`src/rtl/spi_reg_bridge_if.sv`:
```
`default_nettype none
// ============================================================================
// Module   : spi_reg_bridge_if
// Purpose  : Register-file bus between the SPI bridge (master) and the
//            register file (slave). read/write are one-clk strobes.
//            data_read is combinational from addr and is valid in the
//            same clk as read.
// Revision : 1.0 - initial release
// ============================================================================
interface spi_reg_bridge_if;
    logic       read;
    logic       write;
    logic [5:0] addr;
    logic [7:0] data_write;
    logic [7:0] data_read;

    modport master (
        output read,
        output write,
        output addr,
        output data_write,
        input  data_read
    );

    modport slave (
        input  read,
        input  write,
        input  addr,
        input  data_write,
        output data_read
    );
endinterface
`default_nettype wire

```
`src/rtl/spi_reg_bridge.sv`:
```
`default_nettype none
// ============================================================================
// Module   : spi_reg_bridge
// Purpose  : SPI (mode 0) slave to register-file bridge. Byte 0 is the
//            command (bit7 = write, bits5:0 = start address). The following
//            bytes are burst data with an auto-incrementing, wrapping address.
//            All SPI pins are synchronized into clk, which runs >= 8x sclk.
// Revision : 1.0 - initial release
// ============================================================================
module spi_reg_bridge (
    input  logic              clk,
    input  logic              rst,
    input  logic              sclk,
    input  logic              cs_n,
    input  logic              mosi,
    output logic              miso,
    output logic              frame_err,
    spi_reg_bridge_if.master  bus
);

    localparam logic [2:0] c_ST_IDLE     = 3'd0;
    localparam logic [2:0] c_ST_CMD      = 3'd1;
    localparam logic [2:0] c_ST_RD_ISSUE = 3'd2;
    localparam logic [2:0] c_ST_DATA     = 3'd3;
    localparam logic [2:0] c_ST_WR_ISSUE = 3'd4;

    // Synchronizers and edge-detect history.
    logic [1:0] r_sclk_sync;
    logic [1:0] r_cs_sync;
    logic [1:0] r_mosi_sync;
    logic       r_sclk_d;
    logic       r_cs_d;
    // Tracks when the synchronizer pipeline holds real pin samples rather
    // than reset values. A frame can only start after cs_n is genuinely seen
    // high. This prevents a cs_n held low across reset from looking like a
    // fresh falling edge.
    logic [1:0] r_sync_vld;
    logic       r_armed;

    // Frame-decoding state.
    logic [2:0] r_state;
    logic [2:0] r_bit_cnt;
    logic [7:0] r_rx;
    logic [7:0] r_tx;
    logic       r_is_write;
    logic [5:0] r_addr;
    logic [7:0] r_data_write;
    logic       r_read;
    logic       r_write;
    logic       r_miso;
    logic       r_frame_err;

    logic       w_sclk;
    logic       w_cs;
    logic       w_mosi;
    logic       w_sclk_rise;
    logic       w_sclk_fall;
    logic       w_cs_fall;
    logic [7:0] w_rx_next;

    assign w_sclk      = r_sclk_sync[1];
    assign w_cs        = r_cs_sync[1];
    assign w_mosi      = r_mosi_sync[1];
    assign w_sclk_rise = w_sclk & ~r_sclk_d;
    assign w_sclk_fall = ~w_sclk & r_sclk_d;
    assign w_cs_fall   = ~w_cs & r_cs_d & r_armed;
    assign w_rx_next   = {r_rx[6:0], w_mosi};

    // Two-flop synchronizers, edge history and the post-reset arming flag.
    always_ff @(posedge clk or posedge rst) begin
        if (rst) begin
            r_sclk_sync <= 2'b00;
            r_cs_sync   <= 2'b11;
            r_mosi_sync <= 2'b00;
            r_sclk_d    <= 1'b0;
            r_cs_d      <= 1'b1;
            r_sync_vld  <= 2'b00;
            r_armed     <= 1'b0;
        end else begin
            r_sclk_sync <= {r_sclk_sync[0], sclk};
            r_cs_sync   <= {r_cs_sync[0], cs_n};
            r_mosi_sync <= {r_mosi_sync[0], mosi};
            r_sclk_d    <= w_sclk;
            r_cs_d      <= w_cs;
            r_sync_vld  <= {r_sync_vld[0], 1'b1};
            r_armed     <= r_armed | (r_sync_vld[1] & w_cs);
        end
    end

    // Frame FSM. Strobes are registered so read/write are high while the FSM
    // sits in RD_ISSUE/WR_ISSUE. The address increments only after the
    // strobe, so the strobe always sees the address it targets.
    always_ff @(posedge clk or posedge rst) begin
        if (rst) begin
            r_state      <= c_ST_IDLE;
            r_bit_cnt    <= 3'd0;
            r_rx         <= 8'h00;
            r_tx         <= 8'h00;
            r_is_write   <= 1'b0;
            r_addr       <= 6'h00;
            r_data_write <= 8'h00;
            r_read       <= 1'b0;
            r_write      <= 1'b0;
            r_miso       <= 1'b0;
            r_frame_err  <= 1'b0;
        end else begin
            r_read      <= 1'b0;
            r_write     <= 1'b0;
            r_frame_err <= 1'b0;
            if ((r_state != c_ST_IDLE) && w_cs) begin
                // cs_n released: cs_n takes priority over any sclk edge in the
                // same clk. Any partial byte is dropped.
                r_state     <= c_ST_IDLE;
                r_bit_cnt   <= 3'd0;
                r_rx        <= 8'h00;
                r_tx        <= 8'h00;
                r_miso      <= 1'b0;
                r_frame_err <= (r_bit_cnt != 3'd0);
            end else begin
                case (r_state)
                    c_ST_IDLE: begin
                        if (w_cs_fall) begin
                            r_state   <= c_ST_CMD;
                            r_bit_cnt <= 3'd0;
                            r_rx      <= 8'h00;
                        end
                    end
                    c_ST_CMD: begin
                        if (w_sclk_rise) begin
                            r_rx      <= w_rx_next;
                            r_bit_cnt <= r_bit_cnt + 3'd1;
                            if (r_bit_cnt == 3'd7) begin
                                r_addr     <= w_rx_next[5:0];
                                r_is_write <= w_rx_next[7];
                                if (w_rx_next[7]) begin
                                    r_state <= c_ST_DATA;
                                end else begin
                                    r_state <= c_ST_RD_ISSUE;
                                    r_read  <= 1'b1;
                                end
                            end
                        end
                    end
                    c_ST_RD_ISSUE: begin
                        r_tx    <= bus.data_read;
                        r_state <= c_ST_DATA;
                    end
                    c_ST_DATA: begin
                        if (w_sclk_fall && !r_is_write) begin
                            r_miso <= r_tx[7];
                            r_tx   <= {r_tx[6:0], 1'b0};
                        end
                        if (w_sclk_rise) begin
                            r_rx      <= w_rx_next;
                            r_bit_cnt <= r_bit_cnt + 3'd1;
                            if (r_bit_cnt == 3'd7) begin
                                if (r_is_write) begin
                                    r_data_write <= w_rx_next;
                                    r_write      <= 1'b1;
                                    r_state      <= c_ST_WR_ISSUE;
                                end else begin
                                    r_addr  <= r_addr + 6'd1;
                                    r_read  <= 1'b1;
                                    r_state <= c_ST_RD_ISSUE;
                                end
                            end
                        end
                    end
                    c_ST_WR_ISSUE: begin
                        r_addr  <= r_addr + 6'd1;
                        r_state <= c_ST_DATA;
                    end
                    default: begin
                        r_state <= c_ST_IDLE;
                    end
                endcase
            end
        end
    end

    assign miso           = r_miso;
    assign frame_err      = r_frame_err;
    assign bus.read       = r_read;
    assign bus.write      = r_write;
    assign bus.addr       = r_addr;
    assign bus.data_write = r_data_write;

endmodule
`default_nettype wire

```
`src/flat_wrapper.sv`:
```
// flat-port wrapper written by rule: the top's interface ports become plain ports
module spi_reg_bridge_flat 
  (clk, rst, sclk, cs_n, mosi, miso, frame_err, bus_read, bus_write, bus_addr, bus_data_write, bus_data_read);
  spi_reg_bridge_if bus_i ();
  input  logic clk;
  input  logic rst;
  input  logic sclk;
  input  logic cs_n;
  input  logic mosi;
  output logic miso;
  output logic frame_err;
  output wire logic [$bits(bus_i.read)-1:0] bus_read;
  output wire logic [$bits(bus_i.write)-1:0] bus_write;
  output wire logic [$bits(bus_i.addr)-1:0] bus_addr;
  output wire logic [$bits(bus_i.data_write)-1:0] bus_data_write;
  input wire logic [$bits(bus_i.data_read)-1:0] bus_data_read;
  assign bus_read = bus_i.read;
  assign bus_write = bus_i.write;
  assign bus_addr = bus_i.addr;
  assign bus_data_write = bus_i.data_write;
  assign bus_i.data_read = bus_data_read;
  spi_reg_bridge u_core (.clk(clk), .rst(rst), .sclk(sclk), .cs_n(cs_n), .mosi(mosi), .miso(miso), .frame_err(frame_err), .bus(bus_i));
endmodule
```
`config.mk`:
```
export PLATFORM = sky130hd
export DESIGN_NAME = spi_reg_bridge_flat
export DESIGN_NICKNAME = d
export VERILOG_FILES = /design/src/rtl/spi_reg_bridge_if.sv /design/src/rtl/spi_reg_bridge.sv /design/src/flat_wrapper.sv
export SDC_FILE = /design/constraint.sdc
export NUM_CORES = 1
export LEC_CHECK = 0
export CORE_MARGIN = 2
export CORE_UTILIZATION = 40
export CTS_CLUSTER_SIZE = 40
export DETAILED_ROUTE_END_ITERATION = 12
export PLACE_DENSITY = 0.71
export SLEW_MARGIN = 20
export SYNTH_ARGS = -nofsm -noshare
export SYNTH_HDL_FRONTEND = slang
export SYNTH_SLANG_ARGS = --single-unit
export TNS_END_PERCENT = 100
```
`constraint.sdc`:
```
create_clock -name clk -period 1.8 [get_ports clk]
set_clock_uncertainty 0.1 [all_clocks]
set_input_delay 0.18 -clock clk [delete_from_list [all_inputs] [get_ports clk]]
set_output_delay 0.18 -clock clk [all_outputs]
set_load 0.01 [all_outputs]
```
==> report_table.html <==
<table>
<tr><th>Metric</th><th>Value</th></tr>
<tr><th colspan="2">Clock network</th></tr>
<tr><td>Clock slew at the register clock pins of the worst setup and hold paths</td><td>approximately 0.09 ns</td></tr>
<tr><td>TritonCTS clock tree</td><td>done</td></tr>
<tr><td>Bufs on Longest Clock Path</td><td>2</td></tr>
<tr><td>Clock sink total</td><td>51</td></tr>
<tr><td>Root buffer cell</td><td>clkbuf_8</td></tr>
<tr><td>H-tree levels</td><td>2</td></tr>
<tr><td>Clock Latency Late Sink</td><td>slightly below 0.3 ns</td></tr>
<tr><td>Quantity of hold-fixing buffers added after cts</td><td>0</td></tr>
<tr><td>Total CTS buffers</td><td>5</td></tr>
<tr><th colspan="2">Logic synthesis</th></tr>
<tr><td>Synth unique cells</td><td>44</td></tr>
<tr><td>Net count after synthesis</td><td>~220</td></tr>
<tr><td>Post-synth EDFFs</td><td>0</td></tr>
<tr><td>Mapped Avg Cell Area</td><td>~12 um2</td></tr>
<tr><td>Fraction of the yosys area taken by sequential cells</td><td>a little over half</td></tr>
<tr><td>Synthesized area</td><td>0.00238 mm2</td></tr>
<tr><td>YS warnings</td><td>0</td></tr>
<tr><td>Proportion of register bits with asynchronous set or reset after synthesis</td><td>100%</td></tr>
<tr><td>Dominant register cell in the synthesized netlist</td><td>dfrtp_1</td></tr>
<tr><td>Post-synthesis sequential element count</td><td>between 50 and 60</td></tr>
<tr><td>Post-Synthesis Cells</td><td>202</td></tr>
<tr><th colspan="2">Pwr</th></tr>
<tr><td>Highest ir drop seen on vdd</td><td>0.000447 V</td></tr>
<tr><td>Power Dens Cells</td><td>746 mW/mm2</td></tr>
<tr><td>Total power of the final layout</td><td>0.00227 W</td></tr>
<tr><td>Cell leakage power</td><td>1.36 nW</td></tr>
<tr><th colspan="2">Final layout</th></tr>
<tr><td># nets final</td><td>266</td></tr>
<tr><td>Most frequent standard cell in the layout excluding fill and tap cells</td><td>dfrtp_1</td></tr>
<tr><td>Layout filler cell count</td><td>498</td></tr>
<tr><td>Area of the multi-input gates</td><td>0.00105 mm2</td></tr>
<tr><td>Top library cells by usage in the layout, fill and taps aside</td><td>dfrtp_1, clkdlybuf4s50_1, nand2_1</td></tr>
<tr><td>Relative area change from synthesis to final layout</td><td>27.8%</td></tr>
<tr><td>Sequential cell area in the final layout</td><td>roughly 0.0013 mm2</td></tr>
<tr><td>Antenna Diode Count</td><td>0</td></tr>
<tr><td>Layout cell share with drive strength beyond 1</td><td>about a quarter</td></tr>
<tr><td>Finished Layout Cells</td><td>325</td></tr>
<tr><td>Fraction of the core area covered by cells at the end of the flow</td><td>between 50% and 60%</td></tr>
<tr><td>Area of all placed cells without fillers</td><td>about 0.0030 mm2</td></tr>
<tr><th colspan="2">Critical path</th></tr>
<tr><td>Critical register-to-register path startpoint</td><td>u_core.r_bit_cnt[1]</td></tr>
<tr><td>Capturing point of the worst reg2reg path</td><td>u_core.bus.data_write[6]</td></tr>
<tr><td>Worst Reg-to-Reg Cells</td><td>6</td></tr>
<tr><td>Worst setup EP type</td><td>register</td></tr>
<tr><td>Reg-to-reg setup timing slack</td><td>0.04 ns</td></tr>
<tr><td>Largest delay share family, worst path</td><td>simple AND/OR/NAND/NOR gates</td></tr>
<tr><td>Type of the worst setup path</td><td>register to register</td></tr>
<tr><td>Required @ worst endpoint</td><td>between 1.5 and 2 ns</td></tr>
<tr><td>Largest stage delay, worst path</td><td>0.36 ns</td></tr>
<tr><td>Worst path bufs/invs</td><td>0</td></tr>
<tr><td>Crit start category</td><td>register</td></tr>
<tr><td>Critical Path AT</td><td>approximately 1.9 ns</td></tr>
<tr><td>Top fanout value on the critical path</td><td>5</td></tr>
<tr><td>Cell-by-cell listing of the critical path</td><td>ha_2 &gt; ha_4 &gt; and3b_2 &gt; nand2_4 &gt; nor2_8 &gt; mux2_2</td></tr>
<tr><td>Slowest CP cell</td><td>dfrtp_1</td></tr>
<tr><th colspan="2">Floorplan</th></tr>
<tr><td>Num ports</td><td>31</td></tr>
<tr><td>Initial standard-cell utilization of the core</td><td>between 40% and 50%</td></tr>
<tr><td>Row count</td><td>28</td></tr>
<tr><td>Die area</td><td>between 0.006 and 0.007 mm2</td></tr>
<tr><td>Vertical die dimension</td><td>roughly 80 um</td></tr>
<tr><td>Die boundary width</td><td>just over 80 um</td></tr>
<tr><td>Core outline area</td><td>0.00585 mm2</td></tr>
<tr><th colspan="2">Drt</th></tr>
<tr><td>Total iterations of the first detailed-routing run</td><td>4</td></tr>
<tr><td>Highest signal layer in the routed design</td><td>met4</td></tr>
<tr><td># DRC</td><td>0</td></tr>
<tr><td>Detailed router's first-iteration violation count</td><td>98</td></tr>
<tr><td>Routed met2 length</td><td>approximately 2.2 mm</td></tr>
<tr><td>Via total after detailed routing</td><td>roughly 1600</td></tr>
<tr><td>Number of nets with antenna violations after routing</td><td>0</td></tr>
<tr><td>Detailed-route wire length on metal 1</td><td>around 2.1 mm</td></tr>
<tr><td>WL met3</td><td>107 um</td></tr>
<tr><td>Average wire per cell in the routed design</td><td>approximately 14 um</td></tr>
<tr><td>Per-cell via count in the routed design</td><td>approximately 5</td></tr>
<tr><td>Final wirelength</td><td>about 4.5 mm</td></tr>
<tr><th colspan="2">Timing</th></tr>
<tr><td>Hold violation count in the final report</td><td>0</td></tr>
<tr><td>Peak clock frequency supported by timing</td><td>roughly 570 MHz</td></tr>
<tr><td>Unrepaired setup endpoints after global routing</td><td>true</td></tr>
<tr><td>Crit share post-route</td><td>a little under 100%</td></tr>
<tr><td>Setup-violating endpoint count in the final report</td><td>0</td></tr>
<tr><td>Slack of the critical path</td><td>roughly 0.036 ns</td></tr>
<tr><td>Min Tclk post-route</td><td>1.76 ns</td></tr>
<tr><td>Slew Viols, Final</td><td>0</td></tr>
<tr><th colspan="2">Global route</th></tr>
<tr><td>Vias in the first global route</td><td>1579</td></tr>
<tr><td>Global-route wire length before repair</td><td>a little over 7 mm</td></tr>
<tr><td>Number of antenna violations at the first check in global routing</td><td>0</td></tr>
<tr><td>Overall fraction of global-route tracks in use</td><td>~14%</td></tr>
<tr><td>Maximum number of pins on one net before global-route repair</td><td>35</td></tr>
<tr><td>Total congestion overflow after global routing</td><td>0</td></tr>
<tr><th colspan="2">Placed design</th></tr>
<tr><td>HPWL after detailed placement</td><td>3.05 mm</td></tr>
<tr><td>Cell Count Post-Placement</td><td>about 310</td></tr>
<tr><td>Last weighted congestion value of the routability-driven placer</td><td>~0.78</td></tr>
<tr><td>Post-Place Cell Area</td><td>about 0.0028 mm2</td></tr>
<tr><td>Placement Setup Slack</td><td>-0.0972 ns</td></tr>
<tr><td>Count of buffers inserted at the top-level ports</td><td>30</td></tr>
<tr><th colspan="2">Worst hold path</th></tr>
<tr><td>Hold Crit Class</td><td>input pin to asynchronous set/reset pin</td></tr>
<tr><th colspan="2">Job</th></tr>
<tr><td>Number of max-capacitance violations reported</td><td>0</td></tr>
<tr><th colspan="2">Status</th></tr>
<tr><td>Run status</td><td>finished clean</td></tr>
</table>
cells by family (layout without fill, tap and decap cells):
logic type	Yosys count	after routing	share of synthesized area, %
simple gates	54	55	13.6
flops	51	51	53.7
mux	29	29	12.7
compound gates	40	40	12.8
buf+inv	23	70	4.99
fa+ha+maj	4	4	2.10
other cells	1	1	0.157
cells in the mapped netlist, types with 4 or more instances:
cell type | number | area (um2)
mux2_2 | 9 | 101
dfrtp_1 | 48 | 1200
o31ai_1 | 8 | 60.1
nand2_1 | 23 | 86.3
a21oi_1 | 6 | 30.0
ha_1 | 4 | 50.1
mux2i_1 | 20 | 200
inv_1 | 16 | 60.1
o21ai_0 | 7 | 35.0
o22ai_1 | 4 | 25.0
nor2_1 | 10 | 37.5
how the worst max path moves through the flow:
| stage | from | endpoint | slack [ns] | depth (start not counted) |
|---|---|---|---|---|
| after global placement | u_core.r_bit_cnt[0] | u_core.r_state[1] | -0.06 | 6 |
| after floorplan | u_core.r_bit_cnt[0] | u_core.bus.data_write[0] | 0.12 | 6 |
| after detailed placement | u_core.r_bit_cnt[0] | u_core.r_state[1] | -0.1 | 6 |
| after CTS | u_core.r_state[0] | u_core.bus.addr[2] | 0.02 | 4 |
| final | u_core.r_bit_cnt[1] | u_core.bus.data_write[6] | 0.04 | 6 |
| after global routing | u_core.r_bit_cnt[1] | u_core.bus.data_write[0] | -0.04 | 6 |
final cells by class:
type / count / area share, %
multi-input cells: 129 / 34.5
clock buffers: 8 / 3.29
well taps: 75 / 3.08
repair buffers: 46 / 15.0
flip-flops and latches: 51 / 42.1
inverters: 16 / 1.97
power breakdown:
| group | internal (W) | switching (W) |
|---|---|---|
| registers | 0.00122 | 0.0000549 |
| clock network | 0.000351 | 0.000352 |
| logic | 0.000154 | 0.000141 |
state kept, by name (all words and copies together) (netlist names):
name                   flops
u_core.r_mosi_sync         2
u_core.r_tx                8
u_core.bus.data_write      8
u_core.r_sclk_d            1
u_core.bus.write           1
u_core.frame_err           1
u_core.bus.addr            6
u_core.bus.read            1
u_core.r_state             3
u_core.r_armed             1
u_core.r_sync_vld          2
u_core.r_cs_d              1
u_core.r_bit_cnt           3
u_core.r_sclk_sync         2
u_core.r_rx                7
u_core.r_is_write          1
u_core.r_cs_sync           2
u_core.miso                1
repair_timing:
item | in CTS | in global routing
pin swaps | 1 | 4
buffers inserted | 0 | 4
resized for setup | 4 | 11
setup endpoints to repair | 1 | 30
cloned | 0 | 1
per-stage QoR:
step / TNS, ns / hold WS, ns
final: 0 / 0.0752
after global routing: -0.169 / 0.114
after CTS: 0 / 0.0896
after detailed placement: -0.0972 / 0.238
after global placement: -0.0595 / 0.235
after floorplan: 0 / 0.0845
per-layer routing:
| layer | global-route usage, % | up-vias |
|---|---|---|
| met4 | 4.92 | 0 |
| li1 | - | 799 |
| met1 | 19.6 | 817 |
| met3 | 3.00 | 2 |
| met5 | 0 | - |
| met2 | 22.3 | 22 |
No activity file was read; power rests on OpenSTA's default activity.
